### src/rtl/arith_share_arbiter.sv
// arith_share_arbiter: round-robin front end for one shared fixed-latency
// arithmetic unit. It grants one requester per cycle, registers the operands
// toward the unit, and carries the requester tag down a latency-matched
// pipeline so that each result is steered back to the requester that issued it.
module arith_share_arbiter #(
  parameter int WIDTH   = 8,
  parameter int NUM_REQ = 4,
  parameter int LATENCY = 2
) (
  input  logic                              clk,
  input  logic                              reset,
  input  logic [NUM_REQ-1:0]                req_valid,
  output logic [NUM_REQ-1:0]                req_ready,
  input  logic [NUM_REQ*WIDTH-1:0]          req_a,
  input  logic [NUM_REQ*WIDTH-1:0]          req_b,
  input  logic [NUM_REQ-1:0]                req_op,
  input  logic                              stall,
  output logic                              unit_valid,
  output logic [WIDTH-1:0]                  unit_a,
  output logic [WIDTH-1:0]                  unit_b,
  output logic                              unit_op,
  input  logic [2*WIDTH-1:0]                unit_result,
  output logic [NUM_REQ-1:0]                resp_valid,
  output logic [2*WIDTH-1:0]                resp_result,
  output logic [$clog2(LATENCY+2)-1:0]      inflight
);

  localparam int PTR_W = (NUM_REQ > 1) ? $clog2(NUM_REQ) : 1;
  localparam int CNT_W = $clog2(LATENCY + 2);
  localparam logic [CNT_W-1:0] INF_MAX = CNT_W'(LATENCY + 1);
  localparam logic [PTR_W-1:0] LAST_REQ = PTR_W'(NUM_REQ - 1);

  logic [PTR_W-1:0] rr_ptr;
  logic [PTR_W:0]   pick;
  logic             grant_any;
  logic [PTR_W-1:0] grant_idx;
  logic [PTR_W-1:0] unit_tag;
  logic [LATENCY-1:0] pipe_valid;
  logic [PTR_W-1:0] pipe_tag [LATENCY];
  logic             tail_valid;

  // First valid requester at or after ptr, wrapping; returns {found, index}.
  function automatic logic [PTR_W:0] rr_pick(input logic [NUM_REQ-1:0] valid,
                                             input logic [PTR_W-1:0]   ptr);
    logic             found;
    logic [PTR_W-1:0] sel;
    int               idx;
    found = 1'b0;
    sel   = '0;
    for (int k = 0; k < NUM_REQ; k++) begin
      idx = int'(ptr) + k;
      if (idx >= NUM_REQ) begin
        idx = idx - NUM_REQ;
      end else begin
        idx = idx;
      end
      if (!found && valid[idx]) begin
        found = 1'b1;
        sel   = PTR_W'(idx);
      end else begin
        found = found;
      end
    end
    return {found, sel};
  endfunction

  assign tail_valid = pipe_valid[LATENCY-1];

  // Combinational round-robin grant; suppressed while stalled or in reset.
  always_comb begin
    pick      = rr_pick(req_valid, rr_ptr);
    grant_idx = pick[PTR_W-1:0];
    if (stall || reset) begin
      grant_any = 1'b0;
    end else begin
      grant_any = pick[PTR_W];
    end
    req_ready = '0;
    if (grant_any) begin
      req_ready[grant_idx] = 1'b1;
    end else begin
      req_ready = '0;
    end
  end

  // Pointer advance and issue register toward the shared unit.
  always_ff @(posedge clk) begin
    if (reset) begin
      rr_ptr     <= '0;
      unit_valid <= 1'b0;
      unit_a     <= '0;
      unit_b     <= '0;
      unit_op    <= 1'b0;
      unit_tag   <= '0;
    end else if (grant_any) begin
      rr_ptr     <= (grant_idx == LAST_REQ) ? '0 : grant_idx + PTR_W'(1);
      unit_valid <= 1'b1;
      unit_a     <= req_a[int'(grant_idx)*WIDTH +: WIDTH];
      unit_b     <= req_b[int'(grant_idx)*WIDTH +: WIDTH];
      unit_op    <= req_op[grant_idx];
      unit_tag   <= grant_idx;
    end else begin
      unit_valid <= 1'b0;
    end
  end

  // Tag pipeline matched to the unit latency; its tail lines up with unit_result.
  always_ff @(posedge clk) begin
    if (reset) begin
      pipe_valid <= '0;
      for (int i = 0; i < LATENCY; i++) begin
        pipe_tag[i] <= '0;
      end
    end else begin
      pipe_valid[0] <= unit_valid;
      pipe_tag[0]   <= unit_tag;
      for (int i = 1; i < LATENCY; i++) begin
        pipe_valid[i] <= pipe_valid[i-1];
        pipe_tag[i]   <= pipe_tag[i-1];
      end
    end
  end

  // Capture the unit result and pulse the owning requester's response strobe.
  always_ff @(posedge clk) begin
    if (reset) begin
      resp_valid  <= '0;
      resp_result <= '0;
    end else begin
      resp_valid <= '0;
      if (tail_valid) begin
        resp_valid[pipe_tag[LATENCY-1]] <= 1'b1;
        resp_result                     <= unit_result;
      end
    end
  end

  // Count operations issued but not yet answered; the answer counts when it is presented.
  always_ff @(posedge clk) begin
    if (reset) begin
      inflight <= '0;
    end else begin
      case ({grant_any, tail_valid})
        2'b10: begin
          if (inflight != INF_MAX) begin
            inflight <= inflight + CNT_W'(1);
          end
        end
        2'b01: begin
          if (inflight != '0) begin
            inflight <= inflight - CNT_W'(1);
          end
        end
        default: inflight <= inflight;
      endcase
    end
  end

endmodule

### config.mk
export PLATFORM = sky130hd
export DESIGN_NAME = arith_share_arbiter
export DESIGN_NICKNAME = d
export VERILOG_FILES = /design/src/rtl/arith_share_arbiter.sv
export SDC_FILE = /design/constraint.sdc
export NUM_CORES = 1
export LEC_CHECK = 0
export ABC_CLOCK_PERIOD_IN_PS = 2300
export CAP_MARGIN = 30
export CORE_ASPECT_RATIO = 1.25
export CORE_MARGIN = 1
export CORE_UTILIZATION = 39
export DETAILED_ROUTE_END_ITERATION = 10
export GPL_ROUTABILITY_DRIVEN = 0
export PLACE_DENSITY = 0.84
export SLEW_MARGIN = 20
export SYNTH_ARGS = -nofsm -noshare
export SYNTH_HDL_FRONTEND = slang
export SYNTH_SLANG_ARGS = --single-unit
### constraint.sdc
create_clock -name clk -period 2.3 [get_ports clk]
set_input_delay 0.345 -clock clk [delete_from_list [all_inputs] [get_ports clk]]
set_output_delay 0.345 -clock clk [all_outputs]
set_load 0.01 [all_outputs]
==> results of run 1 <==
cells by family (layout without fill, tap and decap cells):
family | after synthesis | in the layout | share of synthesized area, %
compound gates | 62 | 62 | 18.0
buf+inv | 27 | 165 | 5.23
mux | 35 | 35 | 14.4
flops | 50 | 50 | 41.0
fa+ha+maj | 6 | 6 | 3.07
simple gates | 85 | 85 | 18.3
cells in the mapped netlist (2+ instances only):
cell,number,share of area (%)
buf_2,2,0.41
nor4b_1,2,0.72
dfxtp_1,50,41
a21o_1,2,0.61
clkbuf_1,16,2.5
a21boi_0,17,5.2
o21ai_0,17,3.5
ha_1,6,3.1
o311ai_1,9,3.2
and2_1,4,1.0
a21oi_1,4,0.82
mux2i_1,34,14
and3_1,17,4.4
nand2b_1,3,0.77
nor2b_1,9,2.3
nand2_1,20,3.1
inv_1,6,0.92
nor2_1,20,3.1
o311ai_0,8,2.9
per-stage QoR:
step	total power, uW	hold WS [ps]	cells
6_report	2200	446	485
5_1_grt	2310	468	485
4_1_cts	2220	453	485
3_5_place_dp	1580	437	475
3_3_place_gp	1570	417	475
2_1_floorplan	1260	414	265
worst register-to-register path, delay by kind of cell, from the launching register on:
kind	cells	cell delay, ps
simple gates	2	740
flops	1	370
buf+inv	2	340
mux	1	150
compound gates	1	280
metal layers:
layer  GRT usage [%]  vias up  share of wire [%]
met5               0        -                  0
met2            41.0      103                 52
met4            5.56        0                1.0
met1            22.2     1108                 39
li1                -     1220                  -
met3            6.14        6                7.5
flip-flops by register name (all words and copies together), names as in the netlist:
register / count
resp_result: 16
unit_a: 8
unit_b: 8
pipe_tag: 4
resp_valid: 4
inflight: 2
pipe_valid: 2
rr_ptr: 2
unit_tag: 2
unit_op: 1
unit_valid: 1
final cells by class:
class	instances	area (sq um)	area share (%)
clock inverter	3	43.8	1.09
clock buffer	5	68.8	1.71
tap	82	103	2.54
inverter	6	25.0	0.620
timing repair buffer	151	1460	36.2
sequential	50	1000	24.8
multi-input combinational	188	1330	33.0
final timing paths:
check                 start        endpoint  slack (ps)  depth (start not counted)
min reg2reg  pipe_tag[0][0]  pipe_tag[0][2]         450                          1
max reg2reg       rr_ptr[1]       unit_b[6]         330                          6
min          pipe_tag[0][0]  pipe_tag[0][2]         450                          1
max            req_valid[0]    req_ready[2]          70                          7
power by group:
group          switching, uW  leakage (uW)  total [uW]  internal [uW]
sequential              32.4      0.000408         956            924
clock                    297     0.0000585         623            326
combinational            251       0.00117         618            368
timing repair:
action                     4_1_cts  5_1_grt
resized for setup               27        2
pin swaps                        0        0
setup endpoints to repair        4        5
gates cloned                     0        0
hold buffers                     0        0
buffers inserted                 2        0
==> impl_metrics.toml, run 1 <==
[hold_path]
min_path_type = "reg2reg"

[outcome]
status = "completed"

[clock_tree]
clockBufferDepth = 2
cts.sinks = 50
cts_buffers = 5
cts-root-buf = "clkbuf_8"
cts_tree = "done"
clock_latency_ps = 300
clk_pin_slew_ps = 90
htreeDepth = 2

[grt]
overflow = 0
grt_pass1_vias = 2398
grt_max_degree = 35
antenna_found_initial = 0
grt_usage_pct = 21.5
grt_pass1_wl_um = 11100

[timing]
finalHoldViolCount = 0
min_period_ps = 2230
slew_headroom_pct = 79.5
fin_crit_sh_pct = 97.1
setup_slack_ps = 66.1
rsz0062_at_grt = "no"
tightestPinTransition_ps = 307
setup_viol = 0
fmax_ghz = 0.448
finalClockSkew_ps = 4.86
finalSetupTns_ps = 0
drv_slew = 0

[worst_setup_path]
slowest_stage = "or4_4"
path_cells = "dlygate4sd2_1 > nor2b_1 > or4_4 > and2_4 > ha_1 > and2_4 > buf_2"
worstPathRequired_ps = 1960
arrival_ps = 1890
crit_path_max_fanout = 5
critPathLaunchType = "input pin"
critical_path.top_delay_family = "simple AND/OR/NAND/NOR gates"
crit_type = "in2out"
crit_buf_inv = 2
endpoint_kind = "output port"
cp_slowest_stage_delay_ps = 490
cpMostUsedCell = "and2_4"

[synthesis]
synth_cells = 265
syn_nets = 362
syn_area_per_cell_sq_um = 9.22
ys_async_sr_fraction_pct = 0
synth-main-ff-cell = "dfxtp_1"
yosys_warnings = 0
ys_seq_area_share_pct = 41.0
yosysUniqueCellTypes = 38
synth_seq_cells = 50
synth_edf_count = 0
syn-cell-area_sq_mm = 0.00244

[die]
die_w_um = 72.8
initial_core_util_pct = 41.2
die_y_um = 90.5
pin_count = 135
die_area_sq_mm = 0.00658
core_region_area_sq_mm = 0.00593
fp-row-count = 31

[finish]
num_antenna_cells = 0
fin_nets = 499
stdcell_area_sq_mm = 0.00404
layout-drive-gt1-share_pct = 9.68
fin_util_pct = 68.0
syn_to_final_growth_pct = 65.2
final_cell_mix = "clkdlybuf4s50_1 (126), dfxtp_1 (49), mux2i_1 (34)"
num-fill-cells = 501
layout_commonest_cell = "clkdlybuf4s50_1"

[place]
io_buffer_count = 134
dp_hpwl_um = 5110
pre_cts_ws_ps = -661
dpl_cell_area_sq_mm = 0.00391

[routing]
drcViolationCount = 0
drt-initial-drc-count = 109
post_drt_wl_per_cell_um = 14.2
via_per_inst = 5.02
drt_first_pass_iters = 4
drt-total-wl_um = 6900
ant_nets = 0
via_count = 2437

[flow_run]
drv_cap = 0

[pwr]
ir_drop_mv = 0.258
power.density_mw_per_mm2 = 545
leakagePower_uw = 0.00163
No activity file was read; power rests on OpenSTA's default activity.
==> run 2: changes to the inputs <==
--- a/config.mk
+++ b/config.mk
@@ -10,6 +10,7 @@
 export CORE_ASPECT_RATIO = 1.25
 export CORE_MARGIN = 1
 export CORE_UTILIZATION = 39
+export CTS_CLUSTER_DIAMETER = 40
 export DETAILED_ROUTE_END_ITERATION = 10
 export GPL_ROUTABILITY_DRIVEN = 0
 export PLACE_DENSITY = 0.84
==> results of run 2 <==
The final DEF is identical to that of run 1; final timing and power are the same.
==> run 3: changes to the inputs <==
--- a/config.mk
+++ b/config.mk
@@ -14,6 +14,7 @@
 export DETAILED_ROUTE_END_ITERATION = 10
 export GPL_ROUTABILITY_DRIVEN = 0
 export PLACE_DENSITY = 0.84
+export RECOVER_POWER = 100
 export SLEW_MARGIN = 20
 export SYNTH_ARGS = -nofsm -noshare
 export SYNTH_HDL_FRONTEND = slang
==> run 3 against run 2 <==
Compared with the run above:
- non-clock buffer count is the same
- clock skew about the same
- register-to-register slack worse by 220 ps
- cell area is 0.28% lower
- sequential share of layout area grew 0.070 points
- clock-buffer cell count is the same
- wire length fell by 0.10%
==> impl_metrics.toml, run 3 (synthesized netlist as in run 1, its figures left out) <==
[worst_setup_path]
path_cells = "dlygate4sd2_1 > nor2b_1 > or4_4 > and2_4 > clkbuf_4 > clkbuf_2 > mux2i_1 > o311ai_0"
slowest_stage = "or4_4"
endpoint_kind = "flop"
worstPathRequired_ps = 2480
ff2ff_path_depth = 6
crit_path_max_fanout = 13
crit_type = "in2reg"
arrival_ps = 2420
crit_buf_inv = 3
cp.depth = 8
cp_slowest_stage_delay_ps = 490
critPathLaunchType = "input pin"
critical_path.top_delay_family = "simple AND/OR/NAND/NOR gates"

[die]
core_region_area_sq_mm = 0.00593
die_y_um = 90.5
die_w_um = 72.8
initial_core_util_pct = 41.2
die_area_sq_mm = 0.00658
fp-row-count = 31
pin_count = 135

[routing]
ant_nets = 0
post_drt_wl_per_cell_um = 14.2
drt-total-wl_um = 6890
drt-initial-drc-count = 106
via_count = 2445
drcViolationCount = 0
via_per_inst = 5.04
drt_first_pass_iters = 4

[timing]
min_period_ps = 2240
rsz0062_at_grt = "no"
setup_slack_ps = 64.3
tightestPinTransition_ps = 1190
drv_slew = 0
finalClockSkew_ps = 4.72
fmax_ghz = 0.447
fin_crit_sh_pct = 97.2
setup_viol = 0
finalHoldViolCount = 0
slew_headroom_pct = 20.6

[finish]
regMostFlops = "resp_result"
num-fill-cells = 504
multi_input_area_sq_mm = 0.00133
seqCellArea_sq_mm = 0.00100
top_regs = "resp_result: 16 flops, unit_a: 8 flops, unit_b: 8 flops"
num_antenna_cells = 0
fin_nets = 499
stdcell_count = 485
layout_commonest_cell = "clkdlybuf4s50_1"
largest_reg_flops = 16
layout-drive-gt1-share_pct = 8.68
syn_to_final_growth_pct = 64.8
final_cell_mix = "clkdlybuf4s50_1 (85), dfxtp_1 (49), dlygate4sd3_1 (41)"

[pwr]
pwr-share-seq_pct = 43.9
combPwrFrac_pct = 27.4
switching_share_pct = 26.6
ir_drop_mv = 0.256
p_sw_uw = 577
leakagePower_uw = 0.00173
power.density_mw_per_mm2 = 540
internal_power_uw = 1600
clkPwrFrac_pct = 28.7

[outcome]
status = "completed"

[place]
io_buffer_count = 134
pre_cts_ws_ps = -661
dp_hpwl_um = 5110
placed_cells_incl_taps = 475

[grt]
grt_pass1_vias = 2398
antenna_found_initial = 0
grt_max_degree = 35
grt_usage_pct = 21.5
grt_pass1_wl_um = 11100
overflow = 0

[clock_tree]
cts-root-buf = "clkbuf_8"
cts.sinks = 50
cts_buffers = 5
clk_pin_slew_ps = 90
clock_latency_ps = 300
cts_tree = "done"
cts_hold_buf = 0
clockBufferDepth = 2
htreeDepth = 2

[hold_path]
min_path_type = "reg2reg"
hold_path_depth = 1

[flow_run]
drv_cap = 0
-- run 3: cell types whose count changed in the layout (fill, tap and decap cells not counted), moves of 2 or more --
cell             delta
dlygate4sd3_1      +41
o311ai_1            -5
buf_4               -4
buf_2               -3
clkbuf_1            +3
clkbuf_4            +2
clkdlybuf4s50_1    -41
clkbuf_2            +2
o311ai_0            +5
-- run 3: worst paths after layout --
check / start / endpoint / slack (ps)
worst max-delay path: req_valid[0] / unit_a[1] / 60
worst min-delay path: pipe_tag[0][0] / pipe_tag[0][2] / 450
worst max register to register: rr_ptr[1] / unit_a[1] / 110
worst min register to register: pipe_tag[0][0] / pipe_tag[0][2] / 450
-- run 3: area by class of cell --
cell class	instances	share of cell area, %
repair buffers	151	36.1
multi-input cells	188	33.1
flip-flops and latches	50	24.9
well taps	82	2.55
clock buffers	5	1.71
clock inverters	3	1.09
inverters	6	0.622
-- run 3: through the flow --
step / power [uW] / setup TNS [ps] / area (sq um) / utilization (%) / hold WS (ps)
2_1_floorplan: 1260 / 0 / 2440 / - / 414
3_3_place_gp: 1570 / -3150 / 3910 / 65.8 / 417
3_5_place_dp: 1580 / -4790 / 3910 / 65.8 / 437
4_1_cts: 2220 / -5.50 / 4030 / 67.9 / 453
5_1_grt: 2280 / 0 / 4020 / 67.8 / 468
6_report: 2170 / 0 / 4020 / 67.8 / 445
-- run 3: repair_timing --
action / 4_1_cts / 5_1_grt
setup buffers: 2 / 0
gates resized for setup: 27 / 2
gates cloned: 0 / 0
setup endpoints to repair: 4 / 5
-- run 3: metal layers --
layer	track usage (%)	wire length, um	share of wire, %
met1	22.2	2700	39
met2	41.0	3590	52
met3	6.14	528	7.7
met4	5.56	71	1.0
met5	0	0	0
-- run 3: power groups by stage --
stage	clock (uW)	combinational [uW]	sequential (uW)
finish	624	596	954
global route	674	649	961
global placement	0	593	972
detailed placement	0	607	975
CTS	641	623	956
floorplan	0	265	993
